===== config.mk =====
export PLATFORM = sky130hd
export DESIGN_NAME = mm_axis_reader
export DESIGN_NICKNAME = d
export VERILOG_FILES = /design/src/rtl/mm_axis_reader.sv
export SDC_FILE = /design/constraint.sdc
export NUM_CORES = 1
export LEC_CHECK = 0
export CORE_AREA = 2 2 480 482
export CTS_CLUSTER_DIAMETER = 30
export DETAILED_ROUTE_END_ITERATION = 7
export DIE_AREA = 0 0 482 484
export SLEW_MARGIN = 0
export SYNTH_ARGS = -nofsm -noshare
export SYNTH_HDL_FRONTEND = slang
export SYNTH_SLANG_ARGS = --single-unit

===== constraint.sdc =====
create_clock -name clk -period 6.9 [get_ports clk]
set_input_delay 1.725 -clock clk [delete_from_list [all_inputs] [get_ports clk]]
set_output_delay 1.725 -clock clk [all_outputs]
set_load 0.1 [all_outputs]

===== src/rtl/mm_axis_reader.sv =====
// Memory-to-stream reader: fetches a byte-length region with INCR bursts that
// never cross a 4 KB page and emits it as one AXI4-Stream frame.
module mm_axis_reader #(
  parameter int unsigned DATA_WIDTH    = 512,
  parameter int unsigned KEEP_WIDTH    = DATA_WIDTH / 8,
  parameter int unsigned ADDR_WIDTH    = 34,
  parameter int unsigned LEN_WIDTH     = 20,
  parameter int unsigned ID_WIDTH      = 6,
  parameter int unsigned MAX_BURST_LEN = 16
) (
  input  logic                  clk,
  input  logic                  rst_n,
  input  logic [ADDR_WIDTH-1:0] cmd_addr,
  input  logic [LEN_WIDTH-1:0]  cmd_len,
  input  logic                  cmd_valid,
  output logic                  cmd_ready,
  output logic                  done,
  output logic                  done_err,
  output logic                  busy,
  output logic [ID_WIDTH-1:0]   m_axi_arid,
  output logic [ADDR_WIDTH-1:0] m_axi_araddr,
  output logic [7:0]            m_axi_arlen,
  output logic [2:0]            m_axi_arsize,
  output logic [1:0]            m_axi_arburst,
  output logic                  m_axi_arlock,
  output logic [3:0]            m_axi_arcache,
  output logic [2:0]            m_axi_arprot,
  output logic                  m_axi_arvalid,
  input  logic                  m_axi_arready,
  input  logic [ID_WIDTH-1:0]   m_axi_rid,
  input  logic [DATA_WIDTH-1:0] m_axi_rdata,
  input  logic [1:0]            m_axi_rresp,
  input  logic                  m_axi_rlast,
  input  logic                  m_axi_rvalid,
  output logic                  m_axi_rready,
  output logic [DATA_WIDTH-1:0] m_axis_tdata,
  output logic [KEEP_WIDTH-1:0] m_axis_tkeep,
  output logic                  m_axis_tlast,
  output logic                  m_axis_tvalid,
  input  logic                  m_axis_tready
);

  localparam int unsigned ByteShift = $clog2(KEEP_WIDTH);
  // Beat counters must hold ceil(max_len / BYTES), one bit more than len >> shift.
  localparam int unsigned BeatW     = LEN_WIDTH - ByteShift + 1;
  localparam int unsigned CntW      = (BeatW > 13) ? BeatW : 13;

  typedef enum logic [2:0] {StIdle, StAddr, StData, StDrain, StDone} state_e;

  state_e                  state_q, state_d;
  logic [ADDR_WIDTH-1:0]   addr_q;
  logic [BeatW-1:0]        ar_rem_q;     // beats not yet requested
  logic [BeatW-1:0]        rx_rem_q;     // beats not yet received
  logic [KEEP_WIDTH-1:0]   last_keep_q;
  logic                    err_q;
  logic                    tvalid_q, tlast_q;
  logic [DATA_WIDTH-1:0]   tdata_q;
  logic [KEEP_WIDTH-1:0]   tkeep_q;

  logic                    cmd_acc, ar_hs, r_hs, t_hs, final_beat;
  logic [LEN_WIDTH:0]      len_round;
  logic [BeatW-1:0]        cmd_beats;
  logic [KEEP_WIDTH-1:0]   cmd_keep;
  logic [ByteShift-1:0]    len_tail;
  logic [12:0]             page_bytes;
  logic [CntW-1:0]         page_beats, burst;
  logic                    unused_rid;

  assign unused_rid = ^m_axi_rid;

  assign cmd_acc    = cmd_valid && cmd_ready;
  assign ar_hs      = m_axi_arvalid && m_axi_arready;
  assign r_hs       = m_axi_rvalid && m_axi_rready;
  assign t_hs       = tvalid_q && m_axis_tready;
  assign final_beat = (rx_rem_q == BeatW'(1));

  assign len_round  = {1'b0, cmd_len} + (LEN_WIDTH + 1)'(KEEP_WIDTH - 1);
  assign cmd_beats  = BeatW'(len_round >> ByteShift);
  assign len_tail   = cmd_len[ByteShift-1:0];
  assign page_bytes = 13'h1000 - {1'b0, addr_q[11:0]};
  assign page_beats = CntW'(page_bytes >> ByteShift);

  // Byte-enable mask for the final beat of a command.
  always_comb begin
    cmd_keep = '0;
    for (int i = 0; i < KEEP_WIDTH; i++) begin
      cmd_keep[i] = (len_tail == '0) || (i < int'(len_tail));
    end
  end

  // Burst size: smallest of remaining beats, burst limit and beats left in the page.
  always_comb begin
    burst = CntW'(ar_rem_q);
    if (CntW'(MAX_BURST_LEN) < burst) burst = CntW'(MAX_BURST_LEN);
    if (page_beats < burst) burst = page_beats;
  end

  // Next-state logic.
  always_comb begin
    state_d = state_q;
    unique case (state_q)
      StIdle:  if (cmd_acc) state_d = (cmd_len == '0) ? StDone : StAddr;
      StAddr:  if (ar_hs) state_d = StData;
      StData:  if (r_hs && m_axi_rlast) state_d = (ar_rem_q != '0) ? StAddr : StDrain;
      StDrain: if (t_hs && tlast_q) state_d = StDone;
      StDone:  state_d = StIdle;
      default: state_d = StIdle;
    endcase
  end

  // State register.
  always_ff @(posedge clk) begin
    if (!rst_n) state_q <= StIdle;
    else        state_q <= state_d;
  end

  // Command bookkeeping: address, beat counters, tail mask, sticky error.
  always_ff @(posedge clk) begin
    if (!rst_n) begin
      addr_q      <= '0;
      ar_rem_q    <= '0;
      rx_rem_q    <= '0;
      last_keep_q <= '0;
      err_q       <= 1'b0;
    end else begin
      if (cmd_acc) begin
        addr_q      <= cmd_addr;
        ar_rem_q    <= cmd_beats;
        rx_rem_q    <= cmd_beats;
        last_keep_q <= cmd_keep;
      end
      if (ar_hs) begin
        addr_q   <= addr_q + (ADDR_WIDTH'(burst) << ByteShift);
        ar_rem_q <= ar_rem_q - BeatW'(burst);
      end
      if (r_hs) begin
        rx_rem_q <= rx_rem_q - BeatW'(1);
        if (m_axi_rresp != 2'b00) err_q <= 1'b1;
      end
      if (state_q == StDone) err_q <= 1'b0;
    end
  end

  // Single-entry stream output register.
  always_ff @(posedge clk) begin
    if (!rst_n) begin
      tvalid_q <= 1'b0;
      tlast_q  <= 1'b0;
      tdata_q  <= '0;
      tkeep_q  <= '0;
    end else if (r_hs) begin
      tvalid_q <= 1'b1;
      tdata_q  <= m_axi_rdata;
      tkeep_q  <= final_beat ? last_keep_q : '1;
      tlast_q  <= final_beat;
    end else if (t_hs) begin
      tvalid_q <= 1'b0;
    end
  end

  assign cmd_ready     = (state_q == StIdle) && rst_n;
  assign busy          = (state_q != StIdle);
  assign done          = (state_q == StDone);
  assign done_err      = done && err_q;

  assign m_axi_arid    = '0;
  assign m_axi_araddr  = addr_q;
  assign m_axi_arlen   = (state_q == StAddr) ? 8'(burst - CntW'(1)) : 8'd0;
  assign m_axi_arsize  = 3'(ByteShift);
  assign m_axi_arburst = 2'b01;
  assign m_axi_arlock  = 1'b0;
  assign m_axi_arcache = 4'd0;
  assign m_axi_arprot  = 3'd0;
  assign m_axi_arvalid = (state_q == StAddr);
  assign m_axi_rready  = (state_q == StData) && (!tvalid_q || m_axis_tready);

  assign m_axis_tvalid = tvalid_q;
  assign m_axis_tdata  = tdata_q;
  assign m_axis_tkeep  = tkeep_q;
  assign m_axis_tlast  = tlast_q;

endmodule


# Yosys cells after proc, flatten, opt, wreduce, memory -nomap -nowiden
# Cells that the tools add are included.
[word_totals]
ff_bits = 710
input_bits = 581
out_inout_bits = 645
word_cells = 195
[op_classes]
n_addsub = 6
order_cmp = 65
n_eq_ne = 9
muxes = 18
bitwise_logic = 1
n_reduce_logical = 86
[ops]
columns = ["cell", "n"]
rows = [
  ["6-bit < comparator (first input constant)", 31],
  ["5-bit by 6-bit < comparator with 1-bit output (first input constant)", 16],
  ["15-bit two-way mux", 5],
  ["34-bit two-way mux", 2],
  ["1-bit logical OR", 64],
  ["64-bit two-way mux", 1],
  ["4-bit by 6-bit < comparator with 1-bit output (first input constant)", 8],
  ["34-bit by 21-bit adder with 34-bit output", 1],
  ["3-bit by 6-bit < comparator with 1-bit output (first input constant)", 4],
  ["20-bit by 6-bit adder with 21-bit output (second input constant)", 1],
  ["20-bit logical NOT", 1],
  ["15-bit by 1-bit == test with 1-bit output (second input constant)", 1],
  ["5-bit by 15-bit < comparator with 1-bit output (first input constant)", 1],
  ["7-bit by 15-bit < comparator with 1-bit output", 1],
  ["3-bit two-way mux", 5],
  ["15-bit nonzero test", 1],
  ["15-bit by 1-bit subtractor with 15-bit output (second input constant)", 1],
  ["15-bit subtractor", 1],
  ["13-bit by 12-bit subtractor with 13-bit output (first input constant)", 1],
  ["1-bit by 6-bit < comparator with 1-bit output (first input constant)", 2],
  ["2-bit by 6-bit < comparator with 1-bit output (first input constant)", 2],
  ["3-bit one-hot mux with 4 select lines", 1],
  ["1-bit logical AND", 9],
  ["8-bit two-way mux", 1],
  ["other kinds (17)", 24],
]

# Logic depth before layout (Yosys ltp)
# Gate-level depths: netlist of the first run.
[logic_depth]
depth_word = 7
depth_mapped = 26
depth_no_buf = 22

# Worst setup path after synthesis of the first run
# No wires, ideal clock.
[synth_path]
path_kind = "flip-flop to output port"
from = "register addr_q[6], in the netlist m_axi_araddr[6]"
to = "output port m_axi_arlen[4]"
arrival_ps = 6394
t_required_ps = 5175
setup_slack_ps = -1219
stages_incl_launch_ff = 20
n_path_buf = 3
cell_sequence = "dfxtp_1 -> buf_6 -> or4_4 -> nor4b_4 -> or2b_1 -> xor2_1 -> ha_1 -> nand2_1 -> a211oi_1 -> o21ai_4 -> and2_1 -> buf_6 -> buf_8 -> nand2_1 -> o21a_1 -> ha_1 -> nand3_1 -> nor3b_1 -> nor3_1 -> nor3b_1"
[synth_between]
elab_chain_len = 5
[synth_rtl]
columns = ["element", "line", "text"]
rows = [
  ["start: declaration", "51", "logic [ADDR_WIDTH-1:0] addr_q;"],
  ["start signal: assignment", "127", "addr_q <= cmd_addr;"],
  ["start signal: assignment", "133", "addr_q <= addr_q + (ADDR_WIDTH'(burst) << ByteShift);"],
  ["13-bit by 12-bit subtractor with 13-bit output (*)", "80", "assign page_bytes = 13'h1000 - {1'b0, addr_q[11:0]};"],
  ["7-bit by 15-bit < comparator with 1-bit output", "95", "if (page_beats < burst) burst = page_beats;"],
  ["15-bit two-way mux (*)", "95", ""],
  ["8-bit by 1-bit subtractor with 8-bit output (*)", "168", "assign m_axi_arlen = (state_q == StAddr) ? 8'(burst - CntW'(1)) : 8'd0;"],
  ["8-bit two-way mux (*)", "168", ""],
  ["end: declaration", "22", "output logic [7:0] m_axi_arlen,"],
]
# Mark *: on every way between the ends. The rest lies on a longest branch, timed or not.

# Final worst setup path of the first run
# Ends and elaborated chain as after synthesis.

==> impl_metrics.json, run 1 <==
{
  "status": "finished, final reports clean",
  "ys.flop_type": "dfxtp_1",
  "relSlewSlack_pct": 17.2,
  "viasPerCell": 3.87,
  "crit_fanout": 6,
  "drt-total-wl_mm": 204,
  "synth_top_area_cell": "dfxtp_1",
  "hp-class": "reg2reg",
  "required_ns": 5.18,
  "critical_path.top_delay_family": "simple AND/OR/NAND/NOR gates",
  "synth_top_area_share_pct": 51.6,
  "pre_cts_ws_ns": 0.371,
  "fin_skew_ns": 0.0896,
  "drt_iter0_markers": 1823,
  "cp-start-kind": "flip-flop",
  "hold_viol": 0,
  "grt_use_total_pct": 16.8,
  "setup_viol_count_final": 0,
  "cts_hold_buf": 0,
  "synth_area_leaders": "dfxtp_1 52%, nand2_1 16%, a21oi_1 11%, clkbuf_1 3.2%, o221a_2 2.7%",
  "fp.dieW_um": 482,
  "ff_latch_area_sq_um": 14200,
  "cts_tree": "done",
  "period_share_pct": 96.0,
  "place.gp.congestion": 0.956,
  "clk_pin_slew_worst_paths_ns": 0.04,
  "ys_warn_count": 0,
  "p_per_area_nw_per_um2": 489,
  "hpwl_mm": 169,
  "insertion_delay_ns": 0.87,
  "criticalPathCategory": "reg2out",
  "coreArea_sq_um": 229000,
  "wl_per_cell_um": 25.9,
  "fill_cells": 25000,
  "synth_area_sq_um": 27500,
  "cp_num_buf_inv": 3,
  "cts-root-buf": "clkbuf_16",
  "dr.pass1.iters": 5,
  "yosysSeqAreaShare_pct": 51.6,
  "cts.path.max_buffers": 3,
  "synthDistinctLibCells": 77,
  "grt_pass1_vias": 30300,
  "portBuffers": 1200,
  "multi_input_comb_area_sq_um": 12400,
  "final_nets": 5284,
  "critPathMaxStageDelay_ns": 0.54,
  "fmax_mhz": 151,
  "path_cells": "or4_4, nor4b_4, or2b_4, xor2_1, ha_1, nand2_1, a211oi_2, o21ai_4, and2_4, mux2i_4, inv_1, ha_4, nand3_1, nor3b_2, nor3_2, nor3b_4, buf_4, buf_12",
  "synth_edf_count": 0,
  "drive_above_1_share_pct": 16.3,
  "hold_ws_ns": 0.449,
  "ir_worst_vdd_uv": 239,
  "grt_pass1_wl_mm": 266,
  "maxCapViolations": 0,
  "area_delta_synth_final_pct": 82.5,
  "postRouteAntennaNets": 0,
  "cp-end-kind": "primary output",
  "synthArstFlopShare_pct": 0,
  "reg2reg_slack_ns": 0.87,
  "grt_max_degree": 171,
  "setup_slack_ns": 0.275,
  "worst_path_max_delay_cell": "or4_4",
  "die_h_um": 484,
  "rsz0062_at_grt": "false",
  "tightest_slew_ns": 1.24,
  "ys_seq_elements": 710,
  "cts_buffers": 214,
  "overflow": 0,
  "syn_inst": 3430,
  "fin_crit_ns": 6.62,
  "die_area_sq_um": 233000,
  "final-max-slew-violation-count": 0,
  "cts-htree-levels": 4,
  "io-pin-count": 1226,
  "cts_sinks": 710,
  "start_util_pct": 12.0,
  "arrival_ns": 4.90,
  "drc_errors": 0,
  "p_leak_nw": 18.1,
  "antenna_found_initial": 113,
  "via_count": 30500,
  "rows": 176,
  "synth_area_per_cell_sq_um": 8.03
}
[metal layers]
layer  track usage [%]  vias up  share of wire [%]
li1                  -    14100                  -
met1              19.0    14500                 39
met2              27.1     1429                 46
met3              8.63      412                 12
met4              5.29       64                3.1
met5                 0        -               0.21
[path summary, 6_finish.rpt]
kind,start,cells after the start,to
setup / recovery,m_axi_araddr[6]$_SDFFE_PN0P_,18,m_axi_arlen[4]
hold / removal,m_axis_tdata[60]$_SDFFE_PN0P_,2,m_axis_tdata[60]$_SDFFE_PN0P_
hold reg to reg,m_axis_tdata[60]$_SDFFE_PN0P_,2,m_axis_tdata[60]$_SDFFE_PN0P_
setup reg to reg,m_axi_araddr[6]$_SDFFE_PN0P_,23,m_axi_araddr[28]$_SDFFE_PN0P_
[tightest hold or removal path, stage by stage (launching register included)]
cell,delay [ns]
dfxtp_1,0.30
nand2_1,0.05
a21oi_1,0.05
[synthesized netlist by cell type (3+ instances only)]
library cell  count
a211oi_1         17
a21o_1            4
a21oi_1         621
a221oi_1         15
a22o_1            4
a22oi_1          17
a311oi_1          8
a31o_2            4
a31oi_1          17
and2_1           10
and3_1           14
buf_1            20
buf_2             4
buf_4            19
clkbuf_1        234
dfxtp_1         710
ha_1             36
inv_1            20
mux2i_1           5
nand2_1        1138
nand2b_1          8
nand3_1          36
nand3b_1          5
nand4_1          11
nor2_1          125
nor2b_1           6
nor3_1           33
nor3b_1           6
nor4_1            9
o211ai_1         11
o21a_1           13
o21ai_0          53
o21ai_1           3
o221a_2          65
o22ai_1           3
o31ai_1          10
or2_2             7
or3_1            11
or4_1             6
xnor2_1          24
xor2_1           18
[area by class of cell]
class	instances	area share, %
Antenna cell	23	0.115
Clock buffer	289	12.1
Clock inverter	104	3.05
Inverter	21	0.172
Multi-Input combinational cell	2452	24.6
Sequential cell	710	28.3
Tap cell	3026	7.54
Timing Repair Buffer	1266	24.1
[through the flow]
step                      TNS, ns  cells  cell area [sq um]  util (%)  power, mW
after global placement          0   7471              42400      18.5       14.3
after CTS                       0   7865              50100      21.9       24.7
after floorplan            -0.240   3463              27700         -       11.4
after global routing            0   7876              50200      22.0       25.6
final                           0   7891              50200      22.0       24.5
after detailed placement        0   7471              42400      18.5       14.3
[cell usage in the layout (no fill, tap or decap), types with 9 or more instances in the layout]
cell	synthesis	final
clkinv_2	0	43
inv_1	20	20
buf_4	19	291
clkinvlp_4	0	14
nor3_1	33	31
dfxtp_1	710	710
conb_1	2	35
nand3_1	36	34
clkinv_16	0	12
o211ai_1	11	11
o31ai_1	10	10
nor2_1	125	122
o221a_2	65	65
o21a_1	13	12
clkdlybuf4s50_1	0	958
and2_1	10	9
o21ai_0	53	52
nand4_1	11	11
a211oi_1	17	16
and3_1	14	13
ha_1	36	35
a21oi_1	621	619
a221oi_1	15	15
or3_1	11	10
clkbuf_8	0	46
xor2_1	18	18
bufinv_16	0	24
diode_2	0	23
clkbuf_16	0	214
xnor2_1	24	23
a31oi_1	17	17
clkbuf_1	234	29
nand2_1	1138	1136
a22oi_1	17	17
buf_12	0	15
[state kept, by name (all words and copies together), names as in the netlist]
name and cells:
err_q 1, m_axis_tdata 512, state_q 3, m_axis_tkeep 64, m_axis_tlast 1, rx_rem_q 15, m_axi_araddr 34, last_keep_q 64
m_axis_tvalid 1, ar_rem_q 15
[logic make-up after synthesis]
family                     share of synthesized area [%]
AOI/OAI and AO/OA                                   19.2
xor gates and xnor gates                            1.34
adders and majority gates                           1.78
buffers and inverters                               4.48
DFF                                                 51.6
muxes                                              0.223
other                                             0.0273
and+or+nand+nor                                     21.3
[power breakdown]
group	leakage (nW)	internal [mW]	switching [mW]
clock	3.71	7.04	3.15
sequential	5.76	4.71	0.418
combinational	8.60	2.44	6.78
[what timing repair did]
action,in CTS,in global routing
pin swaps,2,5
buffers inserted,1,3
gates resized for setup,13,12
setup endpoints to repair,4,3
(Power assumes the default switching activity.)
==> run 2, diff against run 1 <==
--- a/config.mk
+++ b/config.mk
@@ -5,6 +5,7 @@
 export SDC_FILE = /design/constraint.sdc
 export NUM_CORES = 1
 export LEC_CHECK = 0
+export CAP_MARGIN = 20
 export CORE_AREA = 2 2 480 482
 export CTS_CLUSTER_DIAMETER = 30
 export DETAILED_ROUTE_END_ITERATION = 7
==> impl_metrics.json, run 2 (same netlist as run 1, synthesis figures left out) <==
{
  "status": "finished, final reports clean",
  "drive_above_1_share_pct": 16.8,
  "cts-htree-levels": 4,
  "wl_per_cell_um": 25.8,
  "fp.dieW_um": 482,
  "cts_hold_buf": 0,
  "hold_depth": 2,
  "fin_cells": 7913,
  "clk_pin_slew_worst_paths_ns": 0.05,
  "cp-start-kind": "flip-flop",
  "required_ns": 5.18,
  "start_util_pct": 12.0,
  "relSlewSlack_pct": 20.3,
  "hp-class": "reg2reg",
  "coreArea_sq_um": 229000,
  "p_int_mw": 14.5,
  "worstReg2RegEnd": "m_axi_araddr[28]$_SDFFE_PN0P_",
  "drc_errors": 0,
  "p_switching_mw": 10.4,
  "place.gp.congestion": 0.956,
  "ir_worst_vdd_uv": 226,
  "arrival_ns": 4.84,
  "largest_reg_flops": 512,
  "via_count": 30600,
  "grt_max_degree": 171,
  "cts_sinks": 710,
  "maxCapViolations": 0,
  "p_leak_nw": 18.3,
  "criticalPathCategory": "reg2out",
  "pwr-share-clk_pct": 42.2,
  "pwr-share-seq_pct": 20.6,
  "power_switching_share_pct": 41.7,
  "overflow": 0,
  "grt_pass1_wl_mm": 265,
  "cts.path.max_buffers": 3,
  "hp-start": "m_axis_tdata[301]$_SDFFE_PN0P_",
  "drt-total-wl_mm": 204,
  "setup_viol_count_final": 0,
  "postRouteAntennaNets": 0,
  "cts_buffers": 220,
  "viasPerCell": 3.87,
  "io-pin-count": 1226,
  "die_h_um": 484,
  "cp-end-kind": "primary output",
  "dp.cells": 7480,
  "area_delta_synth_final_pct": 84.5,
  "period_share_pct": 95.2,
  "cts_tree": "done",
  "fin_crit_ns": 6.57,
  "portBuffers": 1200,
  "hpwl_mm": 168,
  "p_comb_share_pct": 37.2,
  "grt_pass1_vias": 30100,
  "fill_cells": 25000,
  "antenna_found_initial": 117,
  "fmax_mhz": 152,
  "tightest_slew_ns": 1.19,
  "final_nets": 5305,
  "hold_viol": 0,
  "reg2reg_slack_ns": 1.00,
  "reg2reg_depth": 22,
  "fin_skew_ns": 0.0543,
  "layout_common_cells": "1136 x nand2_1, 958 x clkdlybuf4s50_1, 710 x dfxtp_1, 619 x a21oi_1, 292 x buf_4",
  "die_area_sq_um": 233000,
  "dr.pass1.iters": 5,
  "rows": 176,
  "p_per_area_nw_per_um2": 490,
  "insertion_delay_ns": 0.84,
  "drt_iter0_markers": 1896,
  "postLayoutCoreUtil_pct": 22.2,
  "r2r_start": "m_axi_araddr[3]$_SDFFE_PN0P_",
  "cts-root-buf": "clkbuf_16",
  "min_to": "m_axis_tdata[301]$_SDFFE_PN0P_",
  "final_common_cell": "nand2_1",
  "grt_use_total_pct": 16.8,
  "final-max-slew-violation-count": 0,
  "rsz0062_at_grt": "false",
  "crit_fanout": 6
}
-- run 2: critical path, stage by stage (launching register included) --
cell and delay [ns]:
dfxtp_1 0.34, or4_4 0.50, nor4b_4 0.30, or2b_4 0.33
xor2_1 0.15, ha_1 0.35, nand2_1 0.07, a211oi_2 0.23
o21ai_4 0.12, and2_4 0.20, mux2i_4 0.19, inv_1 0.11
ha_4 0.18, nand3_1 0.09, nor3b_2 0.20, nor3_1 0.08
nor3b_2 0.24, buf_4 0.17, buf_12 0.17
-- run 2: per-stage QoR --
| stage | power [mW] | TNS (ns) | cell area (sq um) | setup slack (ns) | hold WS (ns) |
|---|---|---|---|---|---|
| after floorplan | 11.4 | -0.240 | 27700 | -0.240 | 0.422 |
| after global placement | 14.3 | 0 | 42400 | 0.298 | 0.433 |
| after detailed placement | 14.3 | 0 | 42600 | 0.374 | 0.446 |
| after CTS | 25.0 | 0 | 50500 | 0.0208 | 0.452 |
| after global routing | 25.9 | 0 | 50800 | 0.0169 | 0.466 |
| final | 24.9 | 0 | 50800 | 0.334 | 0.449 |
-- run 2: worst max-delay path by stage --
stage                     slack, ns                    startpoint              to
after floorplan               -0.24  m_axi_araddr[6]$_SDFFE_PN0P_  m_axi_arlen[4]
after global placement         0.30     ar_rem_q[10]$_SDFFE_PN0P_  m_axi_arlen[4]
after detailed placement       0.37     ar_rem_q[10]$_SDFFE_PN0P_  m_axi_arlen[4]
after CTS                      0.02  m_axi_araddr[5]$_SDFFE_PN0P_  m_axi_arlen[4]
after global routing           0.02  m_axi_araddr[5]$_SDFFE_PN0P_  m_axi_arlen[4]
final                          0.33  m_axi_araddr[3]$_SDFFE_PN0P_  m_axi_arlen[4]
-- run 2: power by group through the flow --
stage | registers [mW] | logic [mW] | clock network, mW
2_1_floorplan | 8.34 | 3.06 | 0
6_report | 5.13 | 9.25 | 10.5
5_1_grt | 5.20 | 9.81 | 10.9
4_1_cts | 5.12 | 9.22 | 10.7
3_3_place_gp | 5.16 | 9.10 | 0
3_5_place_dp | 5.18 | 9.14 | 0
-- run 2: area by class of cell --
| cell class | count | area (sq um) | share of cell area, % |
|---|---|---|---|
| repair buffers | 1281 | 12400 | 24.4 |
| multi-input cells | 2452 | 12400 | 24.4 |
| diodes | 18 | 45.0 | 0.0887 |
| clock buffers | 295 | 6270 | 12.3 |
| clock inverters | 110 | 1600 | 3.14 |
| flip-flops and latches | 710 | 14200 | 28.0 |
| well taps | 3026 | 3790 | 7.45 |
| inverters | 21 | 86.3 | 0.170 |
-- run 2: metal layers --
metal | up-vias | GRT usage, % | routed length, um
li1 | 14200 | - | -
met1 | 14500 | 17.5 | 74000
met2 | 1481 | 27.3 | 93800
met3 | 397 | 10.8 | 29900
met4 | 60 | 5.22 | 6400
met5 | - | 0 | 382
-- run 2: what timing repair did --
item | CTS | global route
gates resized for setup | 12 | 14
setup buffers | 0 | 5
endpoints found under the setup margin | 3 | 3
pin swaps | 1 | 8
==> run 3, diff against run 2 <==
--- a/config.mk
+++ b/config.mk
@@ -8,6 +8,7 @@
 export CAP_MARGIN = 20
 export CORE_AREA = 2 2 480 482
 export CTS_CLUSTER_DIAMETER = 30
+export CTS_CLUSTER_SIZE = 24
 export DETAILED_ROUTE_END_ITERATION = 7
 export DIE_AREA = 0 0 482 484
 export SLEW_MARGIN = 0
==> results of run 3 <==
Final layout, timing and power as in run 2 (identical DEF).
